==> src/rtl/mips_mc_pkg.sv <==
// rtl/mips_mc_pkg.sv - shared types and encodings for the multicycle MIPS controller
//
// Purpose : FSM state enum, ALU-op selector enum, opcode/funct codes and the
//           alucontrol / alusrcb / pcsrc encodings used by mips_mc_ctrl.
// Ports   : none (package).
// Config  : MIPS_MC_TIMEOUT_EN adds the s_error state to the state enum.

package mips_mc_pkg;

   typedef enum logic [3:0] {
      s_fetch,
      s_decode,
      s_memadr,
      s_memrd,
      s_memwb,
      s_memwr,
      s_rtex,
      s_rtwb,
      s_beqex,
      s_bneex,
      s_addiex,
      s_andiex,
      s_oriex,
      s_immwb,
      s_jex
`ifdef MIPS_MC_TIMEOUT_EN
      , s_error
`endif
   } state_t;

   // Operation the FSM asks of the ALU decoder; aluop_funct defers to funct.
   typedef enum logic [2:0] {
      aluop_add,
      aluop_sub,
      aluop_and,
      aluop_or,
      aluop_funct
   } aluop_t;

   // Opcodes (instr[31:26])
   localparam logic [5:0] OP_RTYPE = 6'b000000;
   localparam logic [5:0] OP_LW    = 6'b100011;
   localparam logic [5:0] OP_SW    = 6'b101011;
   localparam logic [5:0] OP_BEQ   = 6'b000100;
   localparam logic [5:0] OP_BNE   = 6'b000101;
   localparam logic [5:0] OP_ADDI  = 6'b001000;
   localparam logic [5:0] OP_ANDI  = 6'b001100;
   localparam logic [5:0] OP_ORI   = 6'b001101;
   localparam logic [5:0] OP_J     = 6'b000010;

   // R-type function codes (instr[5:0])
   localparam logic [5:0] FN_ADD = 6'b100000;
   localparam logic [5:0] FN_SUB = 6'b100010;
   localparam logic [5:0] FN_AND = 6'b100100;
   localparam logic [5:0] FN_OR  = 6'b100101;
   localparam logic [5:0] FN_SLT = 6'b101010;

   // alucontrol encodings
   localparam logic [2:0] ALU_ADD = 3'b010;
   localparam logic [2:0] ALU_SUB = 3'b110;
   localparam logic [2:0] ALU_AND = 3'b000;
   localparam logic [2:0] ALU_OR  = 3'b001;
   localparam logic [2:0] ALU_SLT = 3'b111;

   // alusrcb encodings
   localparam logic [1:0] SRCB_B     = 2'b00;
   localparam logic [1:0] SRCB_FOUR  = 2'b01;
   localparam logic [1:0] SRCB_IMM   = 2'b10;
   localparam logic [1:0] SRCB_IMMSH = 2'b11;

   // pcsrc encodings
   localparam logic [1:0] PCSRC_ALU    = 2'b00;
   localparam logic [1:0] PCSRC_ALUOUT = 2'b01;
   localparam logic [1:0] PCSRC_JUMP   = 2'b10;

   // States that hold a memory access open until memready.
   function automatic logic is_mem_state(input state_t s);
      return (s == s_fetch) || (s == s_memrd) || (s == s_memwr);
   endfunction

endpackage

==> src/rtl/mips_mc_ctrl_if.sv <==
// rtl/mips_mc_ctrl_if.sv - controller <-> IR/datapath/memory signal bundle
//
// Purpose : groups the instruction fields, status inputs and the multicycle
//           datapath control bundle between mips_mc_ctrl and the mips top.
// Signals : op[5:0], funct[5:0], zero, memready      (into the controller)
//           memreq, memwrite, irwrite, pcen, regwrite, alusrca, iord,
//           memtoreg, regdst, immext, alusrcb[1:0], pcsrc[1:0],
//           alucontrol[2:0], buserr                  (out of the controller)
// Modports: master = controller side, slave = datapath/memory side.

interface mips_mc_ctrl_if;

   logic [5:0] op;
   logic [5:0] funct;
   logic       zero;
   logic       memready;

   logic       memreq;
   logic       memwrite;
   logic       irwrite;
   logic       pcen;
   logic       regwrite;
   logic       alusrca;
   logic       iord;
   logic       memtoreg;
   logic       regdst;
   logic       immext;
   logic [1:0] alusrcb;
   logic [1:0] pcsrc;
   logic [2:0] alucontrol;
   logic       buserr;

   modport master (
      input  op, funct, zero, memready,
      output memreq, memwrite, irwrite, pcen, regwrite, alusrca, iord,
             memtoreg, regdst, immext, alusrcb, pcsrc, alucontrol, buserr
   );

   modport slave (
      output op, funct, zero, memready,
      input  memreq, memwrite, irwrite, pcen, regwrite, alusrca, iord,
             memtoreg, regdst, immext, alusrcb, pcsrc, alucontrol, buserr
   );

endinterface

==> src/rtl/mips_mc_aludec.sv <==
// rtl/mips_mc_aludec.sv - ALU decoder for the multicycle controller
//
// Purpose : maps the FSM's ALU-op selector (and funct for R-type) to the
//           3-bit alucontrol code.
// Ports   : aluop      in  aluop_t  operation requested by the FSM
//           funct      in  6        instr[5:0]
//           alucontrol out 3        ALU operation code

module mips_mc_aludec
   import mips_mc_pkg::*;
(
   input  aluop_t     aluop,
   input  logic [5:0] funct,
   output logic [2:0] alucontrol
);

   always_comb begin
      alucontrol = ALU_ADD;
      case (aluop)
         aluop_add: alucontrol = ALU_ADD;
         aluop_sub: alucontrol = ALU_SUB;
         aluop_and: alucontrol = ALU_AND;
         aluop_or:  alucontrol = ALU_OR;
         aluop_funct: begin
            // Unrecognised funct codes fall back to add.
            case (funct)
               FN_ADD:  alucontrol = ALU_ADD;
               FN_SUB:  alucontrol = ALU_SUB;
               FN_AND:  alucontrol = ALU_AND;
               FN_OR:   alucontrol = ALU_OR;
               FN_SLT:  alucontrol = ALU_SLT;
               default: alucontrol = ALU_ADD;
            endcase
         end
         default: alucontrol = ALU_ADD;
      endcase
   end

endmodule

==> src/rtl/mips_mc_ctrl.sv <==
// rtl/mips_mc_ctrl.sv - multicycle MIPS main controller with memory ready handshake
//
// Purpose : Moore FSM driving the multicycle datapath. Memory states (fetch,
//           load, store) hold their request until memready. Supports
//           R-type, lw, sw, beq, bne, addi, andi, ori and j; any other
//           opcode retires as a two-cycle NOP.
// Params  : WAIT_LIMIT  wait cycles before a bus timeout (timeout build only)
//           CNT_W       wait counter width, derived from WAIT_LIMIT
// Ports   : clk    in  system clock
//           reset  in  asynchronous active-high reset
//           bus    mips_mc_ctrl_if.master (op, funct, zero, memready in;
//                  datapath control bundle, memreq and buserr out)
// Config  : MIPS_MC_TIMEOUT_EN builds the wait counter and the sticky
//           s_error state; otherwise waits are unbounded and buserr is 0.

module mips_mc_ctrl
   import mips_mc_pkg::*;
#(
   parameter int WAIT_LIMIT = 16,
   parameter int CNT_W      = $clog2(WAIT_LIMIT + 1)
) (
   input  logic clk,
   input  logic reset,
   mips_mc_ctrl_if.master bus
);

   if (WAIT_LIMIT < 1 || CNT_W != $clog2(WAIT_LIMIT + 1)) begin : g_bad_param
      $error("mips_mc_ctrl: WAIT_LIMIT must be >= 1 and CNT_W is derived from it");
   end

   state_t state, state_n;
   state_t wait_next;   // where a memory state goes when memready is low
   aluop_t aluop;

   logic memreq, memwrite, irwrite, pcen, regwrite;
   logic alusrca, iord, memtoreg, regdst, immext;
   logic [1:0] alusrcb, pcsrc;

   always_ff @(posedge clk or posedge reset) begin
      if (reset) state <= s_fetch;
      else       state <= state_n;
   end

`ifdef MIPS_MC_TIMEOUT_EN
   logic [CNT_W-1:0] wcnt;
   logic             timeout;

   // The wait that would bring the count to WAIT_LIMIT is the timeout;
   // a memready in that same cycle still completes the access.
   assign timeout   = ~bus.memready && (wcnt == CNT_W'(WAIT_LIMIT - 1));
   assign wait_next = timeout ? s_error : state;

   // Any state change clears the count, so every entry into a memory
   // state starts from zero.
   always_ff @(posedge clk or posedge reset) begin
      if (reset)
         wcnt <= '0;
      else if (state_n != state)
         wcnt <= '0;
      else if (is_mem_state(state) && !bus.memready && wcnt != CNT_W'(WAIT_LIMIT))
         wcnt <= wcnt + 1'b1;
   end

   // s_error is only left through reset, which makes this flag sticky.
   assign bus.buserr = (state == s_error);
`else
   assign wait_next  = state;
   assign bus.buserr = 1'b0;
`endif

   always_comb begin
      state_n  = state;
      aluop    = aluop_add;
      memreq   = 1'b0;
      memwrite = 1'b0;
      irwrite  = 1'b0;
      pcen     = 1'b0;
      regwrite = 1'b0;
      alusrca  = 1'b0;
      iord     = 1'b0;
      memtoreg = 1'b0;
      regdst   = 1'b0;
      immext   = 1'b0;
      alusrcb  = SRCB_B;
      pcsrc    = PCSRC_ALU;

      case (state)
         s_fetch: begin
            memreq  = 1'b1;
            alusrcb = SRCB_FOUR;
            irwrite = bus.memready;
            pcen    = bus.memready;
            state_n = bus.memready ? s_decode : wait_next;
         end
         s_decode: begin
            // Precompute the branch target into ALUOut.
            alusrcb = SRCB_IMMSH;
            case (bus.op)
               OP_LW, OP_SW: state_n = s_memadr;
               OP_RTYPE:     state_n = s_rtex;
               OP_BEQ:       state_n = s_beqex;
               OP_BNE:       state_n = s_bneex;
               OP_ADDI:      state_n = s_addiex;
               OP_ANDI:      state_n = s_andiex;
               OP_ORI:       state_n = s_oriex;
               OP_J:         state_n = s_jex;
               default:      state_n = s_fetch;
            endcase
         end
         s_memadr: begin
            alusrca = 1'b1;
            alusrcb = SRCB_IMM;
            state_n = (bus.op == OP_SW) ? s_memwr : s_memrd;
         end
         s_memrd: begin
            memreq  = 1'b1;
            iord    = 1'b1;
            state_n = bus.memready ? s_memwb : wait_next;
         end
         s_memwb: begin
            regwrite = 1'b1;
            memtoreg = 1'b1;
            state_n  = s_fetch;
         end
         s_memwr: begin
            memreq   = 1'b1;
            memwrite = 1'b1;
            iord     = 1'b1;
            state_n  = bus.memready ? s_fetch : wait_next;
         end
         s_rtex: begin
            alusrca = 1'b1;
            aluop   = aluop_funct;
            state_n = s_rtwb;
         end
         s_rtwb: begin
            regwrite = 1'b1;
            regdst   = 1'b1;
            state_n  = s_fetch;
         end
         s_beqex, s_bneex: begin
            alusrca = 1'b1;
            aluop   = aluop_sub;
            pcsrc   = PCSRC_ALUOUT;
            pcen    = (state == s_beqex) ? bus.zero : ~bus.zero;
            state_n = s_fetch;
         end
         s_addiex: begin
            alusrca = 1'b1;
            alusrcb = SRCB_IMM;
            state_n = s_immwb;
         end
         s_andiex: begin
            alusrca = 1'b1;
            alusrcb = SRCB_IMM;
            aluop   = aluop_and;
            immext  = 1'b1;
            state_n = s_immwb;
         end
         s_oriex: begin
            alusrca = 1'b1;
            alusrcb = SRCB_IMM;
            aluop   = aluop_or;
            immext  = 1'b1;
            state_n = s_immwb;
         end
         s_immwb: begin
            regwrite = 1'b1;
            state_n  = s_fetch;
         end
         s_jex: begin
            pcsrc   = PCSRC_JUMP;
            pcen    = 1'b1;
            state_n = s_fetch;
         end
`ifdef MIPS_MC_TIMEOUT_EN
         s_error: state_n = s_error;
`endif
         default: state_n = s_fetch;
      endcase
   end

   mips_mc_aludec u_aludec (
      .aluop      (aluop),
      .funct      (bus.funct),
      .alucontrol (bus.alucontrol)
   );

   // Strobes are forced low while reset is held; the state register already
   // sits in s_fetch, so the mux selects show their fetch values.
   assign bus.memreq   = memreq   & ~reset;
   assign bus.memwrite = memwrite & ~reset;
   assign bus.irwrite  = irwrite  & ~reset;
   assign bus.pcen     = pcen     & ~reset;
   assign bus.regwrite = regwrite & ~reset;
   assign bus.alusrca  = alusrca;
   assign bus.iord     = iord;
   assign bus.memtoreg = memtoreg;
   assign bus.regdst   = regdst;
   assign bus.immext   = immext;
   assign bus.alusrcb  = alusrcb;
   assign bus.pcsrc    = pcsrc;

endmodule
==> src/flat_wrapper.sv <==
// flat-port wrapper written by rule: the top's interface ports become plain ports
module mips_mc_ctrl_flat import mips_mc_pkg::*;
#(
   parameter int WAIT_LIMIT = 16,
   parameter int CNT_W      = $clog2(WAIT_LIMIT + 1)
)
  (clk, reset, bus_op, bus_funct, bus_zero, bus_memready, bus_memreq, bus_memwrite, bus_irwrite, bus_pcen, bus_regwrite, bus_alusrca, bus_iord, bus_memtoreg, bus_regdst, bus_immext, bus_alusrcb, bus_pcsrc, bus_alucontrol, bus_buserr);
  mips_mc_ctrl_if bus_i ();
  input  logic clk;
  input  logic reset;
  input wire logic [$bits(bus_i.op)-1:0] bus_op;
  input wire logic [$bits(bus_i.funct)-1:0] bus_funct;
  input wire logic [$bits(bus_i.zero)-1:0] bus_zero;
  input wire logic [$bits(bus_i.memready)-1:0] bus_memready;
  output wire logic [$bits(bus_i.memreq)-1:0] bus_memreq;
  output wire logic [$bits(bus_i.memwrite)-1:0] bus_memwrite;
  output wire logic [$bits(bus_i.irwrite)-1:0] bus_irwrite;
  output wire logic [$bits(bus_i.pcen)-1:0] bus_pcen;
  output wire logic [$bits(bus_i.regwrite)-1:0] bus_regwrite;
  output wire logic [$bits(bus_i.alusrca)-1:0] bus_alusrca;
  output wire logic [$bits(bus_i.iord)-1:0] bus_iord;
  output wire logic [$bits(bus_i.memtoreg)-1:0] bus_memtoreg;
  output wire logic [$bits(bus_i.regdst)-1:0] bus_regdst;
  output wire logic [$bits(bus_i.immext)-1:0] bus_immext;
  output wire logic [$bits(bus_i.alusrcb)-1:0] bus_alusrcb;
  output wire logic [$bits(bus_i.pcsrc)-1:0] bus_pcsrc;
  output wire logic [$bits(bus_i.alucontrol)-1:0] bus_alucontrol;
  output wire logic [$bits(bus_i.buserr)-1:0] bus_buserr;
  assign bus_i.op = bus_op;
  assign bus_i.funct = bus_funct;
  assign bus_i.zero = bus_zero;
  assign bus_i.memready = bus_memready;
  assign bus_memreq = bus_i.memreq;
  assign bus_memwrite = bus_i.memwrite;
  assign bus_irwrite = bus_i.irwrite;
  assign bus_pcen = bus_i.pcen;
  assign bus_regwrite = bus_i.regwrite;
  assign bus_alusrca = bus_i.alusrca;
  assign bus_iord = bus_i.iord;
  assign bus_memtoreg = bus_i.memtoreg;
  assign bus_regdst = bus_i.regdst;
  assign bus_immext = bus_i.immext;
  assign bus_alusrcb = bus_i.alusrcb;
  assign bus_pcsrc = bus_i.pcsrc;
  assign bus_alucontrol = bus_i.alucontrol;
  assign bus_buserr = bus_i.buserr;
  mips_mc_ctrl #(.WAIT_LIMIT(WAIT_LIMIT), .CNT_W(CNT_W)) u_core (.clk(clk), .reset(reset), .bus(bus_i));
endmodule
==> config.mk <==
export PLATFORM = sky130hd
export DESIGN_NAME = mips_mc_ctrl_flat
export DESIGN_NICKNAME = d
export VERILOG_FILES = /design/src/rtl/mips_mc_pkg.sv /design/src/rtl/mips_mc_ctrl_if.sv /design/src/rtl/mips_mc_aludec.sv /design/src/rtl/mips_mc_ctrl.sv /design/src/flat_wrapper.sv
export SDC_FILE = /design/constraint.sdc
export NUM_CORES = 1
export LEC_CHECK = 0
export CAP_MARGIN = 30
export CORE_MARGIN = 2
export CORE_UTILIZATION = 40
export CTS_CLUSTER_SIZE = 10
export DETAILED_ROUTE_END_ITERATION = 10
export PLACE_DENSITY = 0.8
export SLEW_MARGIN = 25
export SYNTH_ARGS = -nofsm -noshare
export SYNTH_HDL_FRONTEND = slang
export SYNTH_HIERARCHICAL = 1
export SYNTH_SLANG_ARGS = --single-unit
==> constraint.sdc <==
create_clock -name clk -period 2 [get_ports clk]
set_input_delay 0.4 -clock clk [delete_from_list [all_inputs] [get_ports clk]]
set_output_delay 0.4 -clock clk [all_outputs]
set_load 0.005 [all_outputs]
==> results.sh, run 1 <==
export IMPL_status="finished with violations"
export IMPL_violations="negative setup slack"
export IMPL_boundaryPins=34
export IMPL_die_area_mm2=0.00213
export IMPL_io_buffers=32
export IMPL_clk_pin_slew_ns=0.04
export IMPL_vias=1186
export IMPL_ys_ff_latch=4
export IMPL_regMostFlops="u_core/state"
export IMPL_cts_root_buf="clkbuf_4"
export IMPL_p_per_area_mw_per_mm2=830
export IMPL_synthCells=110
export IMPL_critPathRequiredTime_ns=1.60
export IMPL_groute_usage_overall=0.334
export IMPL_syn2layout_area_growth_pct=104
export IMPL_drtIter0Drc=81
export IMPL_drive_above_1_share=0.425
export IMPL_viasPerCell=6.21
export IMPL_firstDrtPassIters=5
export IMPL_hold_class="in -> async"
export IMPL_ys_flop_type="dfrtp_1"
export IMPL_p_switching_mw=0.520
export IMPL_drv_cap=0
export IMPL_p_seq_frac=0.117
export IMPL_rows=15
export IMPL_insertion_delay_ns=0.25
export IMPL_post_route_util=0.855
export IMPL_dpl_hpwl_um=1900
export IMPL_synth_edf_count=0
export IMPL_ys_warn_count=6
export IMPL_setup_violations_final=3
export IMPL_core_area_mm2=0.00169
export IMPL_hold_viol_final=0
export IMPL_detail_route_wl_per_cell_um=17.6
export IMPL_antenna_found_initial=0
export IMPL_grt_max_degree=17
export IMPL_initial_core_util=0.420
export IMPL_swShare=0.434
export IMPL_peakVddDrop_mv=0.533
export IMPL_cts_tree="done"
export IMPL_clockBufferDepth=2
export IMPL_worst_setup_path_start_kind="flip-flop"
export IMPL_slew_violations=0
export IMPL_finalClockSkew_ns=0.00232
export IMPL_internal_power_mw=0.678
export IMPL_htree_levels=1
export IMPL_post_route_period_util=1.07
export IMPL_fin_crit_ns=2.14
export IMPL_drc=0
export IMPL_cts_hold_fix_buffers=0
export IMPL_clock_power_share=0.094
export IMPL_syn_nets=126
export IMPL_routed_wl_um=3370
export IMPL_routabilityCongestion=0.907
export IMPL_first_global_vias=1083
export IMPL_dp_slack_ns=-0.321
export IMPL_leakage_nw=0.660
export IMPL_grt_ovfl_total=0
export IMPL_seq_area_frac_synth=0.141
export IMPL_reg_top3="u_core/state (4)"
export IMPL_antenna_cells=0
export IMPL_endpoint_kind="primary output"
export IMPL_fin_area_mm2=0.00144
export IMPL_syn_area_per_cell_um2=6.45
export IMPL_whs_ns=0.550
export IMPL_timing_final_ws_setup_ns=-0.143
export IMPL_async_flop_share=1.00
export IMPL_rsz0062_at_grt="yes"
export IMPL_combPwrFrac=0.789
export IMPL_netlist_area_um2=709
export IMPL_placed_cell_area_mm2=0.00121
export IMPL_finalNetCount=192
export IMPL_cts_sinks=4
export IMPL_cts_buffers=3
export IMPL_clock_fmax_mhz=467
export IMPL_die_x_um=46.1
export IMPL_critPathArrivalTime_ns=1.74
export IMPL_die_height_um=46.1
export IMPL_antenna_left=0
export IMPL_synth_distinct_cells=38
export IMPL_cp_max_fo=4
export IMPL_grt_pass1_wl_um=4930
export IMPL_critical_path_class="reg -> out"
export IMPL_largest_reg_flops=4
-- power by group through the flow --
| stage | registers [mW] | clock network [mW] | logic, mW |
|---|---|---|---|
| floorplan | 0.106 | 0 | 0.388 |
| global placement | 0.127 | 0 | 0.712 |
| detailed placement | 0.127 | 0 | 0.730 |
| CTS | 0.133 | 0.113 | 0.852 |
| global route | 0.142 | 0.126 | 1.01 |
| finish | 0.140 | 0.113 | 0.945 |
-- cell families (layout without fill, tap and decap cells) --
kind of cell	count (synthesis)	count (layout)	share of synthesized area
AND/OR/NAND/NOR	59	59	0.448
AO/OA/AOI/OAI	28	28	0.250
buffers and inverters	13	77	0.0864
flip-flops	4	4	0.141
XOR/XNOR	3	3	0.0370
multiplexers	2	2	0.0317
other	1	1	0.00529
-- placed cells by master, fill, tap and decap left out, drive strengths merged, types with 3 or more instances in the layout --
master / Yosys / final
a21oi: 12 / 12
a22o: 3 / 3
buf: 8 / 41
clkbuf: 1 / 6
clkdlybuf4s15: 0 / 3
clkdlybuf4s50: 0 / 15
dfrtp: 4 / 4
dlygate4sd2: 0 / 7
inv: 4 / 4
nand2: 11 / 11
nand2b: 9 / 9
nor2: 14 / 14
nor2b: 3 / 3
nor3: 5 / 5
nor4: 3 / 3
o21ai: 4 / 4
-- per-stage QoR --
| stage | TNS (ns) | std cells | power [mW] |
|---|---|---|---|
| 6_report | -0.376 | 191 | 1.20 |
| 4_1_cts | -0.309 | 188 | 1.10 |
| 2_1_floorplan | 0 | 110 | 0.494 |
| 3_3_place_gp | -1.35 | 177 | 0.838 |
| 3_5_place_dp | -1.53 | 177 | 0.857 |
| 5_1_grt | -0.674 | 191 | 1.27 |
-- path summary, 6_finish.rpt --
kind | startpoint | cells past startpoint | slack, ns | to
max | u_core/state[0] | 8 | -0.14 | bus_alucontrol[1]
min | reset | 3 | 0.55 | u_core/state[3]
max reg2reg | u_core/state[1] | 6 | 0.31 | u_core/state[0]
min reg2reg | u_core/state[2] | 3 | 0.79 | u_core/state[3]
max in group asynchronous | reset | 3 | 1.32 | u_core/state[1]
min in group clk | u_core/state[2] | 3 | 0.79 | u_core/state[3]
-- layout make-up --
class	instances	area, um^2
Multi-Input combinational cell	93	671
Timing Repair Buffer	70	612
Fill cell	85	245
Sequential cell	4	103
Clock buffer	3	22.5
Tap cell	17	21.3
Inverter	4	15.0
-- Yosys cell counts, drive strengths merged, types with 2 or more instances --
cell    instances  share of area
a21oi          12          0.085
a22o            3          0.037
buf             8          0.058
dfrtp           4           0.14
inv             4          0.021
mux2            2          0.032
nand2          11          0.058
nand2b          9          0.079
nand3           2          0.014
nor2           14          0.074
nor2b           3          0.026
nor3            5          0.035
nor3b           2          0.021
nor4            3          0.026
o21ai           4          0.028
o22ai           2          0.018
or2             2          0.018
xor2            2          0.025
-- critical path: stages, from the launching register on --
cell and delay, ns:
dfrtp_1 0.42, buf_6 0.14, nand2b_4 0.06, mux2_4 0.15
nor2_4 0.04, buf_6 0.11, nor4_4 0.29, a21oi_1 0.13
buf_2 0.15
-- per-layer routing --
metal / wire length, um / track usage / part of all wire / up-vias
li1: - / - / - / 521
met1: 1340 / 0.400 / 0.40 / 549
met5: 0 / 0 / 0 / -
met2: 1580 / 0.553 / 0.47 / 88
met4: 179 / 0.183 / 0.053 / 0
met3: 272 / 0.0667 / 0.081 / 28
-- timing repair --
| item | in CTS | in global routing |
|---|---|---|
| endpoints found under the setup margin | 15 | 12 |
| resized for setup | 56 | 14 |
| pin swaps | 6 | 4 |
| setup buffers | 8 | 5 |
(Power assumes the default switching activity.)
==> run 2: changes to the inputs <==
- MAX_ROUTING_LAYER: unset -> met4
- SETUP_SLACK_MARGIN: unset -> 0.1
==> run 2 against run 1 <==
Net effect: the flow still finishes with violations (negative setup slack); global-route usage increased by 0.63 points; clock skew hardly changed; fmax down 3.9%; critical path depth shrank 1; critical endpoint is now bus_alucontrol[0]; setup slack lost 0.087 ns; non-clock buffer count rose by 6; flip-flop and latch count did not move; routed wire length grew 24%; design area rose by 4.4%; hold slack improved by 0.031 ns; cell count rose by 3.1%.
==> results.sh, run 2 (same netlist as run 1, synthesis figures left out) <==
export IMPL_hold_class="in -> async"
export IMPL_cp_max_fo=3
export IMPL_firstDrtPassIters=4
export IMPL_detail_route_wl_per_cell_um=21.1
export IMPL_grt_ovfl_total=0
export IMPL_drc=0
export IMPL_io_buffers=32
export IMPL_routed_wl_um=4160
export IMPL_placed_cell_area_mm2=0.00120
export IMPL_cts_sinks=4
export IMPL_internal_power_mw=0.778
export IMPL_final_common_cell="buf_4"
export IMPL_viasPerCell=6.48
export IMPL_setup_violations_final=7
export IMPL_timing_final_ws_setup_ns=-0.231
export IMPL_dpl_hpwl_um=1880
export IMPL_antenna_cells=0
export IMPL_swShare=0.453
export IMPL_routabilityCongestion=0.971
export IMPL_critPathArrivalTime_ns=1.83
export IMPL_clockBufferDepth=2
export IMPL_cts_root_buf="clkbuf_4"
export IMPL_slew_violations=0
export IMPL_p_per_area_mw_per_mm2=944
export IMPL_violations="negative setup slack"
export IMPL_drv_cap=0
export IMPL_cts_buffers=3
export IMPL_worst_setup_path_start_kind="flip-flop"
export IMPL_dpl_cell_count=176
export IMPL_critPathBufInv=2
export IMPL_peakVddDrop_mv=0.639
export IMPL_clock_fmax_mhz=448
export IMPL_fin_cells=197
export IMPL_leakage_nw=0.691
export IMPL_timing_rr_start="u_core/state[0]"
export IMPL_largest_reg_flops=4
export IMPL_critical_path_class="reg -> out"
export IMPL_regMostFlops="u_core/state"
export IMPL_rows=15
export IMPL_critPathRequiredTime_ns=1.60
export IMPL_grt_pass1_wl_um=4950
export IMPL_post_route_period_util=1.12
export IMPL_hold_viol_final=0
export IMPL_clk_pin_slew_ns=0.05
export IMPL_drive_above_1_share=0.517
export IMPL_finalNetCount=198
export IMPL_rsz0062_at_grt="yes"
export IMPL_insertion_delay_ns=0.25
export IMPL_die_height_um=46.1
export IMPL_reg_top3="u_core/state (4)"
export IMPL_core_area_mm2=0.00169
export IMPL_multiInputGateArea_um2=707
export IMPL_htree_levels=1
export IMPL_antenna_found_initial=0
export IMPL_fin_area_mm2=0.00151
export IMPL_slowest_stage="dfrtp_1"
export IMPL_vias=1277
export IMPL_cts_tree="done"
export IMPL_cp_cell_sequence="buf_4, nand2b_4, mux2_4, nor2_4, nor4_2, a22o_1, buf_2"
export IMPL_die_area_mm2=0.00213
export IMPL_clock_power_share=0.080
export IMPL_syn2layout_area_growth_pct=113
export IMPL_groute_usage_overall=0.340
export IMPL_fin_crit_ns=2.23
export IMPL_antenna_left=0
export IMPL_grt_max_degree=16
export IMPL_initial_core_util=0.420
export IMPL_total_power_mw=1.42
export IMPL_rr_endpoint="u_core/state[0]"
export IMPL_reg2reg_depth=8
export IMPL_finalClockSkew_ns=0.00217
export IMPL_p_switching_mw=0.646
export IMPL_die_x_um=46.1
export IMPL_regArea_um2=103
export IMPL_fillers=73
export IMPL_post_route_util=0.893
export IMPL_ff2ff_setup_slack_ns=0.08
export IMPL_first_global_vias=1078
export IMPL_cp_top_family="simple AND/OR/NAND/NOR gates"
export IMPL_boundaryPins=34
export IMPL_drtIter0Drc=82
export IMPL_final_cell_mix="buf_4 (34), clkdlybuf4s50_1 (15), buf_6 (9), nand2_1 (9), nor2_1 (9)"
export IMPL_critPathMaxStageDelay_ns=0.42
export IMPL_p_seq_frac=0.100
export IMPL_combPwrFrac=0.820
export IMPL_endpoint_kind="primary output"
export IMPL_status="finished with violations"
export IMPL_cts_hold_fix_buffers=0
-- run 2: cell count changes in the layout (fill, tap and decap cells not counted), sizes merged --
cell and delta:
dlymetal6s2s -1, buf +12, dlygate4sd2 -5
-- run 2: final cells by class --
class	instances	area share
flip-flops and latches	4	0.0680
clock buffers	3	0.0149
inverters	4	0.00996
well taps	17	0.0141
repair buffers	76	0.424
multi-input cells	93	0.469
-- run 2: worst register-to-register path, delay by kind of cell (launching register included) --
kind / cells / cell delay (ns)
buffers and inverters: 4 / 0.49
and+or+nand+nor: 1 / 0.45
DFF: 1 / 0.43
AOI/OAI and AO/OA: 3 / 0.49
-- run 2: how the worst max path moves through the flow --
stage / depth (start not counted) / slack [ns] / endpoint / startpoint
2_1_floorplan: 6 / 0.14 / bus_alucontrol[0] / u_core/state[1]
3_3_place_gp: 5 / -0.28 / bus_alucontrol[0] / bus_funct[2]
3_5_place_dp: 5 / -0.35 / bus_alucontrol[0] / bus_funct[2]
4_1_cts: 8 / -0.13 / bus_alucontrol[1] / u_core/state[2]
5_1_grt: 8 / -0.30 / bus_alucontrol[0] / u_core/state[3]
6_report: 7 / -0.23 / bus_alucontrol[0] / u_core/state[2]
-- run 2: power by group through the flow --
stage                     clock (mW)  sequential [mW]  combinational (mW)
after floorplan                    0            0.106               0.389
after global placement             0            0.126               0.713
after detailed placement           0            0.129               0.729
after CTS                      0.107            0.131               0.885
after global routing           0.121            0.141                1.21
final                          0.115            0.142                1.17
-- run 2: metal layers --
metal,track usage,part of all wire,up-vias
met5,-,0,-
met4,0.131,0.039,0
met3,0.0471,0.10,27
met2,0.575,0.48,127
met1,0.404,0.38,595
li1,-,-,528
-- run 2: metrics by stage --
step                setup TNS (ns)  setup slack [ns]  hold WS, ns
detailed placement           -1.45            -0.354        0.627
CTS                         -0.315            -0.130        0.561
global route                 -1.14            -0.296        0.583
floorplan                        0             0.138        0.180
finish                      -0.933            -0.231        0.580
global placement             -1.17            -0.276        0.626
-- run 2: repair_timing --
action | 4_1_cts | 5_1_grt
endpoints found under the setup margin | 17 | 14
pin swaps | 7 | 11
resized for setup | 76 | 27
buffers inserted | 13 | 6
